===== src/rtl/pet2001_pkg.sv =====
// Shared constants and state encoding for the PET video capture path.
package pet2001_pkg;

  localparam int H_ACTIVE = 320;
  localparam int V_ACTIVE = 200;
  localparam int BPL      = H_ACTIVE / 8;
  localparam int ADDR_W   = 13;

  typedef enum logic [1:0] {
    WAIT_VBL = 2'd0,
    WAIT_FRM = 2'd1,
    ACTIVE   = 2'd2
  } vcap_state_t;

endpackage


===== src/rtl/pet2001_vcap_wrbuf.sv =====
// One-entry framebuffer write register: holds addr/data stable while req is up,
// flags a completed byte that arrives while the previous one is still unacked.
module pet2001_vcap_wrbuf #(
  parameter int ADDR_W = 13
) (
  input  logic              clk,
  input  logic              reset,
  input  logic              wr,
  input  logic [ADDR_W-1:0] wr_addr,
  input  logic [7:0]        wr_data,
  input  logic              ack,
  output logic              req,
  output logic [ADDR_W-1:0] addr,
  output logic [7:0]        data,
  output logic              ovf
);

  // An ack in the same cycle frees the slot, so the new byte can take it.
  assign ovf = wr && req && !ack;

  always_ff @(posedge clk) begin
    if (reset) begin
      req  <= 1'b0;
      addr <= '0;
      data <= '0;
    end else if (wr && (!req || ack)) begin
      req  <= 1'b1;
      addr <= wr_addr;
      data <= wr_data;
    end else if (req && ack) begin
      req <= 1'b0;
    end
  end

endmodule


===== src/rtl/pet2001_vcapture.sv =====
// Packs the serial PET pixel stream (pix/HBlank/VBlank on ce_pix) back into a
// 1bpp byte framebuffer, MSB = first pixel, and tracks frame geometry.
module pet2001_vcapture #(
  parameter int H_ACTIVE = pet2001_pkg::H_ACTIVE,
  parameter int V_ACTIVE = pet2001_pkg::V_ACTIVE,
  parameter int BPL      = pet2001_pkg::BPL,
  parameter int ADDR_W   = pet2001_pkg::ADDR_W
) (
  input  logic              clk,
  input  logic              reset,
  input  logic              ce_pix,
  input  logic              pix,
  input  logic              HBlank,
  input  logic              VBlank,
  output logic [ADDR_W-1:0] fb_addr,
  output logic [7:0]        fb_data,
  output logic              fb_req,
  input  logic              fb_ack,
  output logic              frame_done,
  output logic              locked,
  output logic [2:0]        err
);
  import pet2001_pkg::*;

  localparam int XW = $clog2(H_ACTIVE + 1);
  localparam int LW = $clog2(V_ACTIVE + 2);

  vcap_state_t       state, state_n;
  logic              hb_r, vb_r;
  logic [XW-1:0]     x, x_n;
  logic [LW-1:0]     line, line_n;
  logic [ADDR_W-1:0] line_base, line_base_n;
  logic [7:0]        shreg, shreg_n;
  logic [1:0]        good_cnt, good_cnt_n;
  logic              h_bad, h_bad_n, v_bad, v_bad_n;
  logic [1:0]        gerr, gerr_n;
  logic              done_n, ovf_err, ovf;
  logic              start, run, act, hb_rise, vb_rise, vb_fall;
  logic              wr;
  logic [ADDR_W-1:0] wr_addr;
  logic [7:0]        wr_data;

  assign hb_rise = HBlank && !hb_r;
  assign vb_rise = VBlank && !vb_r;
  assign vb_fall = !VBlank && vb_r;
  assign act     = !HBlank && !VBlank;

  always_comb begin
    state_n     = state;
    x_n         = x;
    line_n      = line;
    line_base_n = line_base;
    shreg_n     = shreg;
    h_bad_n     = h_bad;
    v_bad_n     = v_bad;
    good_cnt_n  = good_cnt;
    done_n      = 1'b0;
    wr          = 1'b0;
    // The VBlank falling edge may coincide with the first active pixel, so
    // frame start clears the counters and then falls through to pixel handling.
    start = ce_pix && (state == WAIT_FRM) && vb_fall;
    run   = ce_pix && ((state == ACTIVE) || start);
    if (ce_pix && (state == WAIT_VBL) && VBlank) state_n = WAIT_FRM;
    if (start) begin
      x_n         = '0;
      line_n      = '0;
      line_base_n = '0;
      h_bad_n     = 1'b0;
      v_bad_n     = 1'b0;
      state_n     = ACTIVE;
    end
    wr_addr = line_base_n + ADDR_W'(x_n >> 3);
    wr_data = {shreg[6:0], pix};
    if (run) begin
      if (act) begin
        if (x_n >= XW'(H_ACTIVE)) begin
          h_bad_n = 1'b1;
        end else begin
          if (line_n >= LW'(V_ACTIVE)) v_bad_n = 1'b1;
          else if (x_n[2:0] == 3'd7)   wr = 1'b1;
          shreg_n = wr_data;
          x_n     = x_n + 1'b1;
        end
      end
      // Line end is resolved before frame end when both edges share a ce_pix.
      if (hb_rise) begin
        if (x_n != XW'(H_ACTIVE)) h_bad_n = 1'b1;
        if (x_n != '0) begin
          if (line_n < LW'(V_ACTIVE))  line_base_n = line_base_n + ADDR_W'(BPL);
          if (line_n <= LW'(V_ACTIVE)) line_n = line_n + 1'b1;
        end
        x_n = '0;
      end
      if (vb_rise) begin
        if (line_n != LW'(V_ACTIVE)) v_bad_n = 1'b1;
        done_n     = !h_bad_n && !v_bad_n;
        good_cnt_n = done_n ? ((good_cnt == 2'd2) ? 2'd2 : good_cnt + 2'd1) : 2'd0;
        state_n    = WAIT_FRM;
      end
    end
    if (h_bad_n || v_bad_n) good_cnt_n = 2'd0;
    gerr_n = gerr | {v_bad_n, h_bad_n};
  end

  always_ff @(posedge clk) begin
    if (reset) begin
      state      <= WAIT_VBL;
      hb_r       <= 1'b0;
      vb_r       <= 1'b0;
      x          <= '0;
      line       <= '0;
      line_base  <= '0;
      shreg      <= '0;
      good_cnt   <= '0;
      h_bad      <= 1'b0;
      v_bad      <= 1'b0;
      gerr       <= '0;
      ovf_err    <= 1'b0;
      frame_done <= 1'b0;
    end else begin
      state      <= state_n;
      x          <= x_n;
      line       <= line_n;
      line_base  <= line_base_n;
      shreg      <= shreg_n;
      good_cnt   <= good_cnt_n;
      h_bad      <= h_bad_n;
      v_bad      <= v_bad_n;
      gerr       <= gerr_n;
      ovf_err    <= ovf_err || ovf;
      frame_done <= done_n;
      if (ce_pix) begin
        hb_r <= HBlank;
        vb_r <= VBlank;
      end
    end
  end

  assign locked = good_cnt[1];
  assign err    = {ovf_err, gerr};

  pet2001_vcap_wrbuf #(.ADDR_W(ADDR_W)) u_wrbuf (
    .clk     (clk),
    .reset   (reset),
    .wr      (wr),
    .wr_addr (wr_addr),
    .wr_data (wr_data),
    .ack     (fb_ack),
    .req     (fb_req),
    .addr    (fb_addr),
    .data    (fb_data),
    .ovf     (ovf)
  );

endmodule


===== config.mk =====
export PLATFORM = sky130hd
export DESIGN_NAME = pet2001_vcapture
export DESIGN_NICKNAME = d
export VERILOG_FILES = /design/src/rtl/pet2001_pkg.sv /design/src/rtl/pet2001_vcap_wrbuf.sv /design/src/rtl/pet2001_vcapture.sv
export SDC_FILE = /design/constraint.sdc
export NUM_CORES = 1
export LEC_CHECK = 0
export CORE_UTILIZATION = 55
export DETAILED_ROUTE_END_ITERATION = 16
export PLACE_DENSITY = 0.72
export SLEW_MARGIN = 0
export SYNTH_ARGS = -nofsm -noshare
export SYNTH_HDL_FRONTEND = slang
export SYNTH_HIERARCHICAL = 1
export SYNTH_SLANG_ARGS = --single-unit
export TNS_END_PERCENT = 10

===== constraint.sdc =====
create_clock -name clk -period 11.71 [get_ports clk]
set_clock_uncertainty 0.05 [all_clocks]
set_input_delay 1.171 -clock clk [delete_from_list [all_inputs] [get_ports clk]]
set_output_delay 1.171 -clock clk [all_outputs]
set_load 0.1 [all_outputs]

==> run summary <==
SYNTHESIS
------------------------------------------------------------------------------------------------------
Number of register bits inferred by synthesis ...........................................           71
Gate count of the mapped netlist ........................................................          492
Commonest register cell after synthesis .................................................      dfxtp_1
Leading cell type by number of instances after synthesis ................................      dfxtp_1
Ys Warns ................................................................................            6
Number of flops mapped to enable cells by yosys .........................................            0
Async S/R FF share, synth ...............................................................            0
Syn Area/Cell ...........................................................................    8.37 um^2
Synth area leader .......................................................................      dfxtp_1
Post-synthesis instance area ............................................................    4120 um^2
Commonest cells in the synthesized netlist .............................................. dfxtp_1 (71), nor2_1 (55), nand2b_1 (46), nand2_1 (38), mux2i_1 (35)
Post-synth net total ....................................................................          509
Cell variety after synth ................................................................           67
Sequential share of the synthesized area ................................................        0.345
Leading post-synthesis cells by cell area ............................................... dfxtp_1 (34%), mux2i_1 (8.5%), nand2b_1 (7.0%), nor2_1 (5.0%), nand2_1 (3.5%)
Yosys top cell area share ...............................................................        0.345

ROUTING
------------------------------------------------------------------------------------------------------
Average routed wire per standard cell ...................................................      14.2 um
Post-DRT Antenna Nets ...................................................................            0
DRC violation total after the first TritonRoute iteration ...............................          127
Vias after detailed routing .............................................................         3467
Routed via count divided by cell count ..................................................         5.59
Drt first pass iters ....................................................................            4
DRT Wirelength ..........................................................................      8820 um
Post-route DRC violation count ..........................................................            0

CLOCKING
------------------------------------------------------------------------------------------------------
Clock transition at the register clock pins on the worst setup and hold paths after CTS .      0.08 ns
TritonCTS sink count ....................................................................           71
Inserted Clock Buffers ..................................................................            9
CTS root buf ............................................................................     clkbuf_8
Post-CTS Hold Fix Bufs ..................................................................            0
Count of H-tree levels built during CTS .................................................            3
Clock tree from TritonCTS ...............................................................          yes
Post-CTS setup repair buffer count ......................................................            0
Bufs on Longest Clock Path ..............................................................            2
Number of gates resized after cts .......................................................            0
Clock latency of the later-clocked register in the worst-skew pair ......................      0.35 ns

SETUP PATH
------------------------------------------------------------------------------------------------------
Standard cell with the maximum stage delay on the critical path ......................... clkdlybuf4s50_1
Type of the setup path with the least slack .............................................       in2reg
R2R depth ...............................................................................           12
Maximum net fanout on the critical path .................................................           11
Data required time at the worst endpoint ................................................     11.91 ns
Data arrival, critical path .............................................................      5.18 ns
Beginning of the worst register-to-register path ........................................     state[1]
Reg-to-reg critical path endpoint .......................................................        v_bad
Launch point of the worst path ..........................................................       ce_pix
Critical Path Sink Type .................................................................    flip-flop
Chain of cells forming the critical path ................................................ clkdlybuf4s50_1, or3b_4, or2_1, and2_1, ha_1, ha_1, nand4b_1, o311ai_1, o2111ai_2, o311ai_1, mux2i_1, nand2_1, o221a_1
CP peak stage delay .....................................................................      0.58 ns
CP Launch Type ..........................................................................   input port
Reg-to-reg slack, setup .................................................................      7.83 ns

FINISH
------------------------------------------------------------------------------------------------------
N_diodes ................................................................................            0
Ratio of cells with drive above 1 in the final layout ...................................       0.0710
Fin nets ................................................................................          533
Syn-to-layout area delta ................................................................        13.7%
Core utilization of the finished layout .................................................        0.646
Total of fill cells in the finished design ..............................................          642

FLOORPLANNING
------------------------------------------------------------------------------------------------------
Number of core rows .....................................................................           31
Number of top-level pins ................................................................           34
Starting density of the core ............................................................        0.568
Die ar. .................................................................................    7840 um^2
Die X-Extent ............................................................................      88.6 um
Height of the die .......................................................................      88.6 um
Core Box Area ...........................................................................    7250 um^2

GLOBAL ROUTING
------------------------------------------------------------------------------------------------------
Number of antenna violations at the first check in global routing .......................            0
Pin count of the biggest net entering global routing ....................................           73
Via count of the first global-routing pass ..............................................         3173
First-pass GRT wire length ..............................................................     14700 um
Grt total ovfl ..........................................................................            0
Overall fraction of global-route tracks in use ..........................................        0.239

HOLD PATH
------------------------------------------------------------------------------------------------------
HP Start ................................................................................      gerr[0]
Class of the most critical hold timing path .............................................      reg2reg
Cell depth of the worst hold path .......................................................            2
Hold-critical path endpoint .............................................................      gerr[0]

PLACE
------------------------------------------------------------------------------------------------------
Gp weighted congestion ..................................................................        0.951
DP Wirelength ...........................................................................      6150 um
Place WS ................................................................................      6.40 ns
Port buffer count .......................................................................           33

PWR
------------------------------------------------------------------------------------------------------
Int Pwr .................................................................................   0.000371 W
Worst VDD drop ..........................................................................  0.0000620 V
Seq pwr share ...........................................................................        0.501
Psw .....................................................................................   0.000114 W
Switching fraction of total power .......................................................        0.235
Power per cell area .....................................................................  103 nW/um^2
Leakage power ...........................................................................      1.71 nW
Combinational Power Share ...............................................................        0.039
Clock power share .......................................................................        0.459

STA
------------------------------------------------------------------------------------------------------
Period utilization ......................................................................        0.425
Final count of negative-setup-slack endpoints ...........................................            0
RSZ-0062 raised after global routing ....................................................           no
Final-report hold violation count .......................................................            0
Final critical path time including I/O delays and setup .................................      4.98 ns
Sum of negative setup slack .............................................................         0 ns
Upper clock frequency limit .............................................................      201 MHz
Relative slew margins ...................................................................        0.350
Slew at the pin closest to its max-slew limit ...........................................     0.972 ns
Min setup slack post-route ..............................................................      6.73 ns
Pins Over Slew Limit ....................................................................            0

STATUS
------------------------------------------------------------------------------------------------------
Status ..................................................................................    completed

RUN
------------------------------------------------------------------------------------------------------
Max-capacitance violation count .........................................................            0

area by class of cell:
class	instances	area [um^2]	share of cell area
multi-input cells	383	2500	0.534
inverters	12	45.0	0.00962
clock buffers	10	128	0.0273
well taps	99	124	0.0264
clock inverters	6	92.6	0.0198
flip-flops and latches	71	1420	0.303
repair buffers	39	370	0.0791
per-stage QoR:
step / cells / power (W) / hold WS (ns) / area (um^2)
after global routing: 620 / 0.000499 / 0.439 / 4680
final: 620 / 0.000485 / 0.410 / 4680
after CTS: 620 / 0.000487 / 0.417 / 4680
after global placement: 604 / 0.000268 / 0.385 / 4460
after floorplan: 492 / 0.000261 / 0.385 / 4120
after detailed placement: 604 / 0.000268 / 0.402 / 4460
placed cells by master, fill, tap and decap left out, types with 3 or more instances in the layout:
cell             instances
clkdlybuf4s50_1         32
nand2b_1                46
clkbuf_8                 9
buf_4                    6
a21o_1                   3
nand3_1                 14
ha_1                     9
o21ai_0                 20
and3_1                   8
or3_1                    9
nor3b_1                  6
a211oi_1                 3
inv_1                   12
o21a_1                   3
nor2_1                  55
o31ai_1                  5
a22oi_1                  4
a21oi_1                 24
nand2_1                 38
xor2_1                   8
dfxtp_1                 71
nor3_1                  13
o311ai_1                 4
and2_1                  11
nand4_1                  6
mux2i_1                 35
xnor2_1                 13
registers in the layout, indices dropped and copies added, names as in the netlist, 2 cells and up:
signal,flops
gerr,2
good_cnt,2
line,8
line_base,13
shreg,7
state,2
u_wrbuf/addr,13
u_wrbuf/data,8
x,9
power groups by stage:
stage / sequential, W / combinational (W) / clock, W
after detailed placement: 0.000249 / 0.0000192 / 0
after CTS: 0.000243 / 0.0000192 / 0.000225
final: 0.000243 / 0.0000191 / 0.000223
after floorplan: 0.000249 / 0.0000126 / 0
after global placement: 0.000249 / 0.0000190 / 0
after global routing: 0.000243 / 0.0000210 / 0.000235
cells by family after synthesis:
kind of cell               after synthesis  share of synthesized area
xor gates and xnor gates                21                     0.0446
AOI/OAI and AO/OA                       85                      0.138
buffers and inverters                   38                     0.0477
and+or+nand+nor                        228                      0.296
adders and majority gates               11                     0.0346
DFF                                     71                      0.345
muxes                                   38                     0.0941
worst max path at each step:
stage	to
2_1_floorplan	v_bad
3_3_place_gp	v_bad
3_5_place_dp	v_bad
4_1_cts	v_bad
5_1_grt	v_bad
6_report	v_bad
critical path, delay by kind of cell:
kind	cells	cell delay, ns
simple gates	5	1.31
compound gates	4	1.16
mux	1	0.46
buf+inv	1	0.58
fa+ha+maj	2	0.51
per-layer routing:
| layer | vias up | GRT usage | share of wire |
|---|---|---|---|
| met5 | - | 0 | 0 |
| li1 | 1777 | - | - |
| met3 | 14 | 0.0326 | 0.044 |
| met4 | 0 | 0.0762 | 0.013 |
| met2 | 94 | 0.409 | 0.47 |
| met1 | 1582 | 0.310 | 0.47 |
No activity file was read; power rests on OpenSTA's default activity.
